`config.mk`:
```
export PLATFORM = sky130hd
export DESIGN_NAME = seq1011_frame_tx_flat
export DESIGN_NICKNAME = d
export VERILOG_FILES = /design/src/rtl/seq1011_frame_tx_if.sv /design/src/rtl/seq1011_frame_tx.sv /design/src/flat_wrapper.sv
export SDC_FILE = /design/constraint.sdc
export NUM_CORES = 1
export LEC_CHECK = 0
export ABC_CLOCK_PERIOD_IN_PS = 1800
export CAP_MARGIN = 15
export CORE_MARGIN = 2
export CORE_UTILIZATION = 46
export CTS_CLUSTER_DIAMETER = 100
export DETAILED_ROUTE_END_ITERATION = 7
export GPL_ROUTABILITY_DRIVEN = 0
export PLACE_DENSITY = 0.73
export SLEW_MARGIN = 20
export SYNTH_ARGS = -nofsm -noshare
export SYNTH_HDL_FRONTEND = slang
export SYNTH_SLANG_ARGS = --single-unit
```
`constraint.sdc`:
```
create_clock -name clk -period 1.8 [get_ports clk]
set_input_delay 0.54 -clock clk [delete_from_list [all_inputs] [get_ports clk]]
set_output_delay 0.54 -clock clk [all_outputs]
set_load 0.01 [all_outputs]
```
`src/rtl/seq1011_frame_tx_if.sv`:
```
// rtl/seq1011_frame_tx_if.sv - word handshake and serial line bundle for the 1011 frame transmitter
interface seq1011_frame_tx_if #(
  parameter int DATA_W = 8
);
  logic              in_valid;
  logic [DATA_W-1:0] in_data;
  logic              in_ready;
  logic              dout;
  logic              dout_valid;
  logic              frame_done;

  // word source / line consumer side
  modport master (
    output in_valid, in_data,
    input  in_ready, dout, dout_valid, frame_done
  );

  // transmitter side
  modport slave (
    input  in_valid, in_data,
    output in_ready, dout, dout_valid, frame_done
  );
endinterface

```
`src/rtl/seq1011_frame_tx.sv`:
```
// rtl/seq1011_frame_tx.sv - serial framer: sync 1011, payload MSB first, optional even parity, idle gap
module seq1011_frame_tx #(
  parameter int DATA_W    = 8,
  parameter int PARITY_EN = 1,
  parameter int GAP_LEN   = 2
) (
  input  logic               clk,
  input  logic               rst,
  seq1011_frame_tx_if.slave  bus
);

  localparam logic [2:0] IDLE = 3'd0;
  localparam logic [2:0] SYNC = 3'd1;
  localparam logic [2:0] DATA = 3'd2;
  localparam logic [2:0] PAR  = 3'd3;
  localparam logic [2:0] GAP  = 3'd4;

  // one counter serves every timed state, so it must span the longest of them
  localparam int CMAX = (DATA_W > GAP_LEN) ? ((DATA_W > 4) ? DATA_W : 4)
                                           : ((GAP_LEN > 4) ? GAP_LEN : 4);
  localparam int CW   = $clog2(CMAX);

  logic [2:0]        state;
  logic [CW-1:0]     cnt;
  logic [DATA_W-1:0] sr;
  logic              par;

  // state, counter and shift register advance; reset aborts any frame in flight
  always_ff @(posedge clk) begin
    if (rst) begin
      state <= IDLE;
      cnt   <= '0;
      sr    <= '0;
      par   <= 1'b0;
    end else begin
      case (state)
        IDLE: begin
          if (bus.in_valid) begin
            sr    <= bus.in_data;
            par   <= ^bus.in_data;
            cnt   <= '0;
            state <= SYNC;
          end
        end
        SYNC: begin
          if (int'(cnt) >= 3) begin
            cnt   <= '0;
            state <= DATA;
          end else begin
            cnt <= cnt + CW'(1);
          end
        end
        DATA: begin
          sr <= sr << 1;
          if (int'(cnt) >= DATA_W - 1) begin
            cnt   <= '0;
            state <= (PARITY_EN != 0) ? PAR : ((GAP_LEN > 0) ? GAP : IDLE);
          end else begin
            cnt <= cnt + CW'(1);
          end
        end
        PAR: begin
          cnt   <= '0;
          state <= (GAP_LEN > 0) ? GAP : IDLE;
        end
        GAP: begin
          if (int'(cnt) >= GAP_LEN - 1) begin
            cnt   <= '0;
            state <= IDLE;
          end else begin
            cnt <= cnt + CW'(1);
          end
        end
        default: begin
          cnt   <= '0;
          state <= IDLE;
        end
      endcase
    end
  end

  // Moore output decode from registered state only; sync pattern 1,0,1,1 is "not count 1"
  always_comb begin
    bus.in_ready   = 1'b0;
    bus.dout       = 1'b0;
    bus.dout_valid = 1'b0;
    bus.frame_done = 1'b0;
    case (state)
      IDLE: bus.in_ready = 1'b1;
      SYNC: begin
        bus.dout       = (int'(cnt) != 1);
        bus.dout_valid = 1'b1;
      end
      DATA: begin
        bus.dout       = sr[DATA_W-1];
        bus.dout_valid = 1'b1;
        bus.frame_done = (PARITY_EN == 0) && (int'(cnt) == DATA_W - 1);
      end
      PAR: begin
        bus.dout       = par;
        bus.dout_valid = 1'b1;
        bus.frame_done = 1'b1;
      end
      default: ;
    endcase
  end

endmodule

```
`src/flat_wrapper.sv`:
```
// flat-port wrapper written by rule: the top's interface ports become plain ports
module seq1011_frame_tx_flat 
#(
  parameter int DATA_W    = 8,
  parameter int PARITY_EN = 1,
  parameter int GAP_LEN   = 2
)
  (clk, rst, bus_in_valid, bus_in_data, bus_in_ready, bus_dout, bus_dout_valid, bus_frame_done);
  seq1011_frame_tx_if #(.DATA_W(DATA_W)) bus_i ();
  input  logic clk;
  input  logic rst;
  input wire logic [$bits(bus_i.in_valid)-1:0] bus_in_valid;
  input wire logic [$bits(bus_i.in_data)-1:0] bus_in_data;
  output wire logic [$bits(bus_i.in_ready)-1:0] bus_in_ready;
  output wire logic [$bits(bus_i.dout)-1:0] bus_dout;
  output wire logic [$bits(bus_i.dout_valid)-1:0] bus_dout_valid;
  output wire logic [$bits(bus_i.frame_done)-1:0] bus_frame_done;
  assign bus_i.in_valid = bus_in_valid;
  assign bus_i.in_data = bus_in_data;
  assign bus_in_ready = bus_i.in_ready;
  assign bus_dout = bus_i.dout;
  assign bus_dout_valid = bus_i.dout_valid;
  assign bus_frame_done = bus_i.frame_done;
  seq1011_frame_tx #(.DATA_W(DATA_W), .PARITY_EN(PARITY_EN), .GAP_LEN(GAP_LEN)) u_core (.clk(clk), .rst(rst), .bus(bus_i));
endmodule
```
# Yosys cells after proc, flatten, opt, wreduce, memory -nomap -nowiden
# Cells that the tools add are included.
[op_classes] n_addsub=1 magnitude_cmp=3 eq_ne=9 mux=16 reduce_logical=7
[ops] op="3-bit two-way mux" count=8
[ops] op="8-bit one-hot mux with 2 select lines" count=1
[ops] op="3-bit one-hot mux with 5 select lines" count=1
[ops] op="3-bit one-hot mux with 4 select lines" count=1
[ops] op="8-bit two-way mux" count=1
[ops] op="8-bit parity" count=1
[ops] op="3-bit by 2-bit equality test with 1-bit output, second input constant" count=2
[ops] op="2-bit by 1-bit inequality test with 1-bit output, second input constant" count=3
[ops] op="2-bit AND reduction" count=2
[ops] op="4-bit AND reduction" count=1
[ops] op="3-bit by 1-bit adder with 3-bit output, second input constant" count=1
[ops] op="3-bit by 1-bit equality test with 1-bit output, second input constant" count=1
[ops] op="3-bit equality test, second input constant" count=1
[ops] op="3-bit by 1-bit greater-or-equal comparator with 1-bit output, second input constant" count=1
[ops] op="3-bit by 2-bit greater-or-equal comparator with 1-bit output, second input constant" count=1
[ops] op="3-bit greater-or-equal comparator, second input constant" count=1
[ops] op="3-bit zero test" count=1
[ops] op="1-bit two-way mux" count=3
[ops] op="3-bit by 2-bit inequality test with 1-bit output, second input constant" count=1
[ops] op="1-bit one-hot mux with 3 select lines" count=1
[ops] op="3-bit OR reduction" count=1
[ops] op="2-bit inequality test, second input constant" count=1
[ops] op="2-bit nonzero test" count=1
[word_totals] ff_bits=15 elab_cells=40

# Logic depth before layout (Yosys ltp)
# Gate-level depths: netlist of run 1.
[logic_depth] depth_word=3 ltp_mapped=7 ltp_nobuf=6

# Least setup slack after synthesis of run 1
# No wires, ideal clock.
[synth_timing] kind="reg2reg" from="register u_core.cnt[0]" to="register u_core.cnt[0]" arrival_time_ps=1602 t_required_ps=1714 setup_slack_ps=112 path_stages_with_launch=7 path_buffers=0 period_less_slack_ps=1688 path_cell_list="dfxtp_1 ha_1 ha_1 a211o_1 nor3b_1 nor4_1 a211oi_1"
[synth_via] elab_chain_cells=3 elab_cells_between_ends=8 classes_between="1 x add/sub; 3 x order compare; 4 x mux"
[synth_lines] item="start, declared" line="seq1011_frame_tx.sv:24" source="logic [CW-1:0] cnt;"
[synth_lines] item="start signal, assigned" line="seq1011_frame_tx.sv:50" source="cnt <= cnt + CW'(1);"
[synth_lines] item="start signal, assigned" line="seq1011_frame_tx.sv:59" source="cnt <= cnt + CW'(1);"
[synth_lines] item="start signal, assigned" line="seq1011_frame_tx.sv:71" source="cnt <= cnt + CW'(1);"
[synth_lines] item="3-bit by 1-bit adder with 3-bit output (tied with other cells)" line="seq1011_frame_tx.sv:50, seq1011_frame_tx.sv:59, seq1011_frame_tx.sv:71"
[synth_lines] item="3-bit two-way mux (on tied branches)" line="seq1011_frame_tx.sv:67, seq1011_frame_tx.sv:46, seq1011_frame_tx.sv:55"
[synth_lines] item="3-bit one-hot mux with 4 select lines *" line="seq1011_frame_tx.sv:36" source="case (state)"
# Mark *: on every way between the ends. The rest lies on a longest branch, timed or not.
# A chain may end at the register's enable or synchronous reset.

# Worst setup path in the final report of run 1
[layout_timing] from="register u_core.cnt[1]" to="output bus_dout"
[layout_via] elab_chain_cells=2
[layout_lines] item="3-bit by 2-bit inequality test with 1-bit output" line="seq1011_frame_tx.sv:91" source="bus.dout = (int'(cnt) != 1);"
[layout_lines] item="1-bit one-hot mux with 3 select lines" line="seq1011_frame_tx.sv:88" source="case (state)"
[layout_lines] item="end, declared" line="flat_wrapper.sv:15" source="output wire logic [$bits(bus_i.dout)-1:0] bus_dout;"
# Every way passes these cells.

==> insert_results.sql, run 1 <==
INSERT INTO impl_metrics (metric_group, metric, value, unit) VALUES
('pwr', 'p_clk_share', '24.8', '%'),
('timing', 'timing_hold_violations_final', '0', ''),
('min_path', 'beginning_of_the_worst_hold_path', 'u_core.sr[4]', ''),
('global_route', 'antenna_found_initial', '0', ''),
('timing', 'final_min_period_over_clock_period', '106', '%'),
('status', 'violations', 'negative setup slack', ''),
('route', 'drc_violations_left', '0', ''),
('pwr', 'static_leakage', '0.000576', 'uW'),
('logic_synthesis', 'yosys_most_used_dff', 'sky130_fd_sc_hd__dfxtp_1', ''),
('pwr', 'comb_power_share', '29.2', '%'),
('min_path', 'min_path_cells', '2', ''),
('placed_design', 'hpwl', '1520', 'um'),
('timing', 'timing.slew.headroom', '67.4', '%'),
('critical_path', 'crit_path_start_kind', 'flop', ''),
('timing', 'final-max-slew-violation-count', '0', ''),
('logic_synthesis', 'synth_async_sr_flop_share', '0', '%'),
('logic_synthesis', 'post_synthesis_net_count', '124', ''),
('pwr', 'power.ir.vdd_worst', '0.652', 'mV'),
('critical_path', 'crit_fanout', '2', ''),
('pwr', 'p_per_area', '616', 'mW/mm^2'),
('cts', 'hold_buffers', '0', ''),
('logic_synthesis', 'synth_cell_type_count', '34', ''),
('logic_synthesis', 'yosys_warns', '0', ''),
('cells_and_area', 'final_cells', '172', ''),
('logic_synthesis', 'synth_area_leaders', 'sky130_fd_sc_hd__dfxtp_1 (32%), sky130_fd_sc_hd__nand2_1 (7.7%), sky130_fd_sc_hd__xnor2_1 (6.6%), sky130_fd_sc_hd__ha_1 (5.4%), sky130_fd_sc_hd__buf_6 (4.9%)', ''),
('route', 'post_drt_via_cell_ratio', '5.45', ''),
('cells_and_area', 'nets', '161', ''),
('route', 'drt_first_iter_violations', '22', ''),
('pwr', 'swShare', '30.2', '%'),
('pwr', 'seq_power_share', '46.0', '%'),
('timing', 'fin_worst_skew', '0.00674', 'ns'),
('logic_synthesis', 'synth_enable_flop_cells', '0', ''),
('cts', 'cts.htree.levels', '1', ''),
('global_route', 'global_route.usage.total', '19.2', '%'),
('timing', 'fin_ws', '-0.113', 'ns'),
('critical_path', 'register_to_register_path_setup_slack', '-0.11', 'ns'),
('route', 'vias', '937', ''),
('timing', 'worstMarginPinSlew', '0.482', 'ns'),
('cts', 'worstSkewPairLatency', '0.29', 'ns'),
('floorplan', 'chipWidth', '48.9', 'um'),
('floorplan', 'std_cell_rows', '16', ''),
('status', 'status', 'complete, but fails checks', ''),
('cts', 'cts_max_path_buffers', '2', ''),
('cells_and_area', 'n_fill_cell', '158', ''),
('critical_path', 'regToRegEndpoint', 'u_core.cnt[0]', ''),
('logic_synthesis', 'synth_largest_area_cell', 'sky130_fd_sc_hd__dfxtp_1', ''),
('critical_path', 'critical_path.startpoint', 'u_core.cnt[1]', ''),
('logic_synthesis', 'synth-seq-area-share', '32.3', '%'),
('timing', 'fmax', '523', 'MHz'),
('logic_synthesis', 'synth_top_cells_by_count', 'sky130_fd_sc_hd__nand2_1 (19), sky130_fd_sc_hd__dfxtp_1 (15), sky130_fd_sc_hd__nor2_1 (12), sky130_fd_sc_hd__xnor2_1 (7)', ''),
('floorplan', 'io-pin-count', '15', ''),
('logic_synthesis', 'yosysTopAreaCellShare', '32.3', '%'),
('route', 'drt_pre_antenna_iters', '4', ''),
('timing', 'layout_min_cycle_time', '1.91', 'ns'),
('critical_path', 'worstReg2RegStart', 'u_core.cnt[1]', ''),
('route', 'antenna_left', '0', ''),
('global_route', 'largest_net_degree_at_the_start_of_global_routing', '16', ''),
('logic_synthesis', 'syn_area', '928', 'sq um'),
('cells_and_area', 'areaGrowthSynthToFinish', '45.6', '%'),
('pwr', 'intPower', '581', 'uW'),
('cells_and_area', 'insertedDiodeCount', '0', ''),
('min_path', 'holdPathEnd', 'u_core.sr[5]', ''),
('critical_path', 'crit_path_end_kind', 'primary output', ''),
('cts', 'tritoncts', 'done', ''),
('timing', 'report.final.setup_viol', '5', ''),
('floorplan', 'core_footprint', '0.00194', 'sq mm'),
('floorplan', 'initial_cell_density_of_the_core', '47.8', '%'),
('critical_path', 'depth_of_the_most_critical_reg_to_reg_path', '9', ''),
('global_route', 'grt_remaining_overflow', '0', ''),
('global_route', 'wire_length_of_the_first_global_routing_pass', '3660', 'um'),
('logic_synthesis', 'synthesis.instances', '109', '');
==> critical path: stages (launching register included) <==
cell	delay, ns
sky130_fd_sc_hd__dfxtp_2	0.34
sky130_fd_sc_hd__inv_2	0.06
sky130_fd_sc_hd__ha_4	0.13
sky130_fd_sc_hd__nor2b_4	0.12
sky130_fd_sc_hd__o21ai_1	0.06
sky130_fd_sc_hd__a22oi_1	0.17
sky130_fd_sc_hd__nor2_1	0.05
sky130_fd_sc_hd__buf_2	0.14
==> final cells by class <==
type	instances	area (sq um)	share of cell area, %
clock buffer	3	22.5	1.67
clock inverter	1	5.00	0.370
inverter	5	18.8	1.39
multi-input combinational	82	623	46.1
sequential	15	312	23.1
tap	27	33.8	2.50
timing repair buffer	39	337	24.9
==> cells by family after synthesis <==
family | share of synthesized area [%]
adder cells (fa/ha/maj) | 5.39
flip-flops | 32.3
buffers and inverters | 8.89
XOR/XNOR | 6.60
AND/OR/NAND/NOR | 29.4
AO/OA/AOI/OAI | 17.4
==> how the worst max path moves through the flow <==
stage	cells past startpoint	endpoint
2_1_floorplan	6	u_core.cnt[0]
3_3_place_gp	7	bus_dout
3_5_place_dp	7	bus_dout
4_1_cts	7	bus_dout
5_1_grt	9	u_core.cnt[0]
6_report	7	bus_dout
==> layer usage <==
metal | up-vias | share of wire, % | wire [um] | GRT usage (%)
met5 | - | 0 | 0 | 0
met4 | 0 | 2.5 | 61 | 7.62
met3 | 8 | 7.0 | 168 | 3.37
met2 | 41 | 49 | 1190 | 33.8
met1 | 439 | 41 | 991 | 23.0
li1 | 449 | - | - | -
==> power groups by stage <==
stage / combinational, uW / clock, uW / sequential, uW
CTS: 206 / 205 / 381
detailed placement: 202 / 0 / 385
global route: 264 / 224 / 385
floorplan: 124 / 0 / 378
global placement: 196 / 0 / 384
finish: 243 / 206 / 383
==> timing repair <==
item / in CTS / in global routing
setup endpoints to repair: 7 / 9
buffers inserted: 1 / 7
gates resized for setup: 19 / 20
pin swaps: 5 / 8
==> sequential cells by signal, indices dropped and copies added, names as in the netlist <==
name and flops:
u_core.cnt 3, u_core.par 1, u_core.sr 8, u_core.state 3
==> stage by stage <==
| step | util, % | worst slack (ns) | instance area (sq um) | power [uW] | hold WS, ns |
|---|---|---|---|---|---|
| 2_1_floorplan | - | 0.112 | 928 | 502 | 0.450 |
| 3_3_place_gp | 60.7 | -0.256 | 1180 | 579 | 0.462 |
| 3_5_place_dp | 60.7 | -0.283 | 1180 | 587 | 0.470 |
| 4_1_cts | 63.4 | -0.131 | 1230 | 792 | 0.489 |
| 5_1_grt | 69.6 | -0.184 | 1350 | 874 | 0.512 |
| 6_report | 69.6 | -0.113 | 1350 | 832 | 0.496 |
==> cells in the final DEF (no fill, tap or decap), drive strengths merged <==
master and instances:
and2b 1, dfxtp 15, clkinv 1, a211o 1, nor4b 2, a22oi 1, or2 1, inv 5
nor3 3, ha 4, a211oi 2, a311oi 7, a31oi 1, nor4 2, nand2 19, o31ai 2
nor2b 2, o21ba 1, xnor2 7, or3b 1, nor2 14, clkbuf 4, o21ai 1, and2 1
clkdlybuf4s15 1, or3 1, and3 1, buf 27, a21oi 4, nor3b 3, clkdlybuf4s50 10
No activity file was read; power rests on OpenSTA's default activity.
==> run 2, diff against run 1 <==
==> constraint.sdc (replaced) <==
create_clock -name clk -period 1.8 [get_ports clk]
set_input_delay 0.27 -clock clk [delete_from_list [all_inputs] [get_ports clk]]
set_output_delay 0.27 -clock clk [all_outputs]
set_load 0.01 [all_outputs]
==> run 2 against run 1 <==
- first-iteration DRC count fell by 18%
- register-to-register slack improved by 0.18 ns
- largest cell class unchanged
- largest power group unchanged
- utilization fell by 5.5 points
- routed wire length fell by 18%
- the flow now finishes without violations
- combinational power fell by 16%
- critical path type unchanged
==> insert_results.sql, run 2 (synthesis results as in run 1) <==
INSERT INTO impl_metrics (metric_group, metric, value, unit) VALUES
('placed_design', 'io_buffer_count', '14', ''),
('timing', 'fin_worst_skew', '0.0135', 'ns'),
('cells_and_area', 'number_of_flip_flops_in_the_largest_register', '8', ''),
('critical_path', 'critical_path_arrival', '1.46', 'ns'),
('route', 'post_drt_wl_per_cell', '12.4', 'um'),
('timing', 'fmax', '577', 'MHz'),
('floorplan', 'initial_cell_density_of_the_core', '47.8', '%'),
('global_route', 'largest_net_degree_at_the_start_of_global_routing', '16', ''),
('critical_path', 'crit_path_cell_trace', 'inv_2 -> ha_4 -> nor2b_4 -> o21ai_1 -> a22oi_1 -> nor2_1 -> buf_2', ''),
('cells_and_area', 'final_cells', '160', ''),
('placed_design', 'worst_slack_at_placement', '-0.0899', 'ns'),
('placed_design', 'hpwl', '1400', 'um'),
('critical_path', 'depth_of_the_most_critical_reg_to_reg_path', '8', ''),
('pwr', 'static_leakage', '0.000521', 'uW'),
('critical_path', 'cp.required', '1.53', 'ns'),
('route', 'post_drt_via_cell_ratio', '5.29', ''),
('min_path', 'worstHoldPathType', 'flop to flop', ''),
('route', 'drt_first_iter_violations', '18', ''),
('route', 'drc_violations_left', '0', ''),
('cells_and_area', 'reg_top3', 'u_core.sr x8, u_core.cnt x3, u_core.state x3', ''),
('timing', 'worstMarginPinSlew', '0.595', 'ns'),
('cells_and_area', 'final_common_cell', 'sky130_fd_sc_hd__nand2_1', ''),
('route', 'route.final.wire_length', '1990', 'um'),
('cts', 'cts.htree.levels', '1', ''),
('cells_and_area', 'areaGrowthSynthToFinish', '34.0', '%'),
('cells_and_area', 'fin_util', '64.0', '%'),
('critical_path', 'slowest_stage', 'sky130_fd_sc_hd__dfxtp_2', ''),
('timing', 'report.final.setup_viol', '0', ''),
('critical_path', 'largest_stage_delay_on_the_critical_path', '0.36', 'ns'),
('cells_and_area', 'final_layout_size_suffix_gt1_share', '30.1', '%'),
('route', 'antenna_left', '0', ''),
('cts', 'cts-buffers-inserted', '3', ''),
('critical_path', 'crit_fanout', '3', ''),
('cells_and_area', 'n_fill_cell', '167', ''),
('critical_path', 'crit_path_end_kind', 'primary output', ''),
('placed_design', 'post-place-cells', '154', ''),
('cts', 'clock_pin_slew_of_the_registers_on_the_worst_case_setup_and_hold_paths', '0.11', 'ns'),
('timing', 'timing.slew.headroom', '60.2', '%'),
('global_route', 'vias_in_the_first_global_route', '740', ''),
('critical_path', 'cp_num_buf_inv', '2', ''),
('timing', 'layout_min_cycle_time', '1.73', 'ns'),
('critical_path', 'crit_path_start_kind', 'flop', ''),
('critical_path', 'timing.critical_path.depth', '7', ''),
('global_route', 'wire_length_of_the_first_global_routing_pass', '3150', 'um'),
('cts', 'worstSkewPairLatency', '0.29', 'ns'),
('floorplan', 'die-area', '0.00239', 'sq mm'),
('status', 'status', 'finished clean', ''),
('floorplan', 'io-pin-count', '15', ''),
('cts', 'cts_sinks', '15', ''),
('cells_and_area', 'nets', '149', ''),
('global_route', 'grt_remaining_overflow', '0', ''),
('cts', 'cts_max_path_buffers', '2', ''),
('timing', 'final_min_period_over_clock_period', '96.3', '%'),
('timing', 'final-max-slew-violation-count', '0', ''),
('timing', 'timing_hold_violations_final', '0', ''),
('cts', 'tritoncts', 'done', ''),
('pwr', 'p_per_area', '633', 'mW/mm^2'),
('timing', 'setup_repair_after_global_routing_missed_its_margin', 'true', ''),
('floorplan', 'dieHeight', '48.9', 'um'),
('job', 'max-cap-violations', '0', ''),
('floorplan', 'core_footprint', '0.00194', 'sq mm'),
('route', 'vias', '847', ''),
('cts', 'cts.root.buffer_cell', 'sky130_fd_sc_hd__clkbuf_4', ''),
('global_route', 'global_route.usage.total', '16.4', '%'),
('cells_and_area', 'registers.top_by_ff_count', 'u_core.sr', ''),
('route', 'drt_pre_antenna_iters', '4', ''),
('timing', 'fin_ws', '0.0675', 'ns'),
('critical_path', 'register_to_register_path_setup_slack', '0.07', 'ns'),
('cells_and_area', 'layout_common_cells', 'sky130_fd_sc_hd__nand2_1 (19), sky130_fd_sc_hd__nor2_1 (11), sky130_fd_sc_hd__buf_4 (11)', ''),
('pwr', 'power.ir.vdd_worst', '0.420', 'mV'),
('floorplan', 'std_cell_rows', '16', ''),
('critical_path', 'path_delay_family', 'flip-flops', ''),
('global_route', 'antenna_found_initial', '0', ''),
('cells_and_area', 'insertedDiodeCount', '0', ''),
('critical_path', 'path_class', 'flop to primary output', ''),
('floorplan', 'chipWidth', '48.9', 'um'),
('min_path', 'min_path_cells', '2', '');
## run 2: cell types whose count changed in the layout (fill, tap and decap cells not counted), sizes merged
| cell | previous run | this run |
|---|---|---|
| clkbuf | 4 | 3 |
| clkdlybuf4s15 | 1 | 0 |
| dlymetal6s2s | 0 | 1 |
| buf | 27 | 14 |
| dlygate4sd2 | 0 | 2 |
## run 2: area by class of cell
| class | instances | area, sq um | area share, % |
|---|---|---|---|
| inverters | 5 | 18.8 | 1.51 |
| well taps | 27 | 33.8 | 2.72 |
| flip-flops and latches | 15 | 310 | 24.9 |
| repair buffers | 27 | 249 | 20.0 |
| multi-input cells | 82 | 604 | 48.6 |
| clock inverters | 1 | 5.00 | 0.402 |
| clock buffers | 3 | 22.5 | 1.81 |
## run 2: per-stage QoR
stage | total power (uW) | hold WS, ns | instance area (sq um) | setup TNS [ns]
2_1_floorplan | 502 | 0.342 | 928 | 0
3_3_place_gp | 572 | 0.463 | 1130 | -0.0178
3_5_place_dp | 577 | 0.468 | 1130 | -0.101
4_1_cts | 780 | 0.484 | 1170 | -0.0251
5_1_grt | 837 | 0.517 | 1240 | -0.0544
6_report | 788 | 0.483 | 1240 | 0
## run 2: repair_timing
action | 4_1_cts | 5_1_grt
setup endpoints to repair | 5 | 5
resized for setup | 11 | 17
hold buffers | 0 | 0
cloned | 0 | 0
pin swaps | 1 | 6
buffers inserted | 0 | 2
## run 2: power by group
group | internal (uW) | total, uW | switching [uW]
logic | 117 | 204 | 87.0
clock network | 82.5 | 201 | 118
registers | 358 | 383 | 24.9
total | 557 | 788 | 230
## run 2: worst min-delay path: stages (launching register included)
cell and delay (ns):
sky130_fd_sc_hd__dfxtp_1 0.32, sky130_fd_sc_hd__nand2_1 0.05, sky130_fd_sc_hd__a311oi_1 0.07
## run 2: final timing paths
path	startpoint	to
worst max-delay path	u_core.cnt[1]	bus_dout
worst min register to register	u_core.sr[4]	u_core.sr[5]
worst max register to register	u_core.cnt[1]	u_core.cnt[0]
worst min-delay path	u_core.sr[4]	u_core.sr[5]
## run 2: routing by layer
layer / up-vias / global-route usage (%) / wire, um
li1: 431 / - / -
met3: 4 / 3.07 / 115
met4: 0 / 2.86 / 23
met2: 28 / 27.2 / 942
met1: 384 / 22.5 / 909
met5: - / 0 / 0
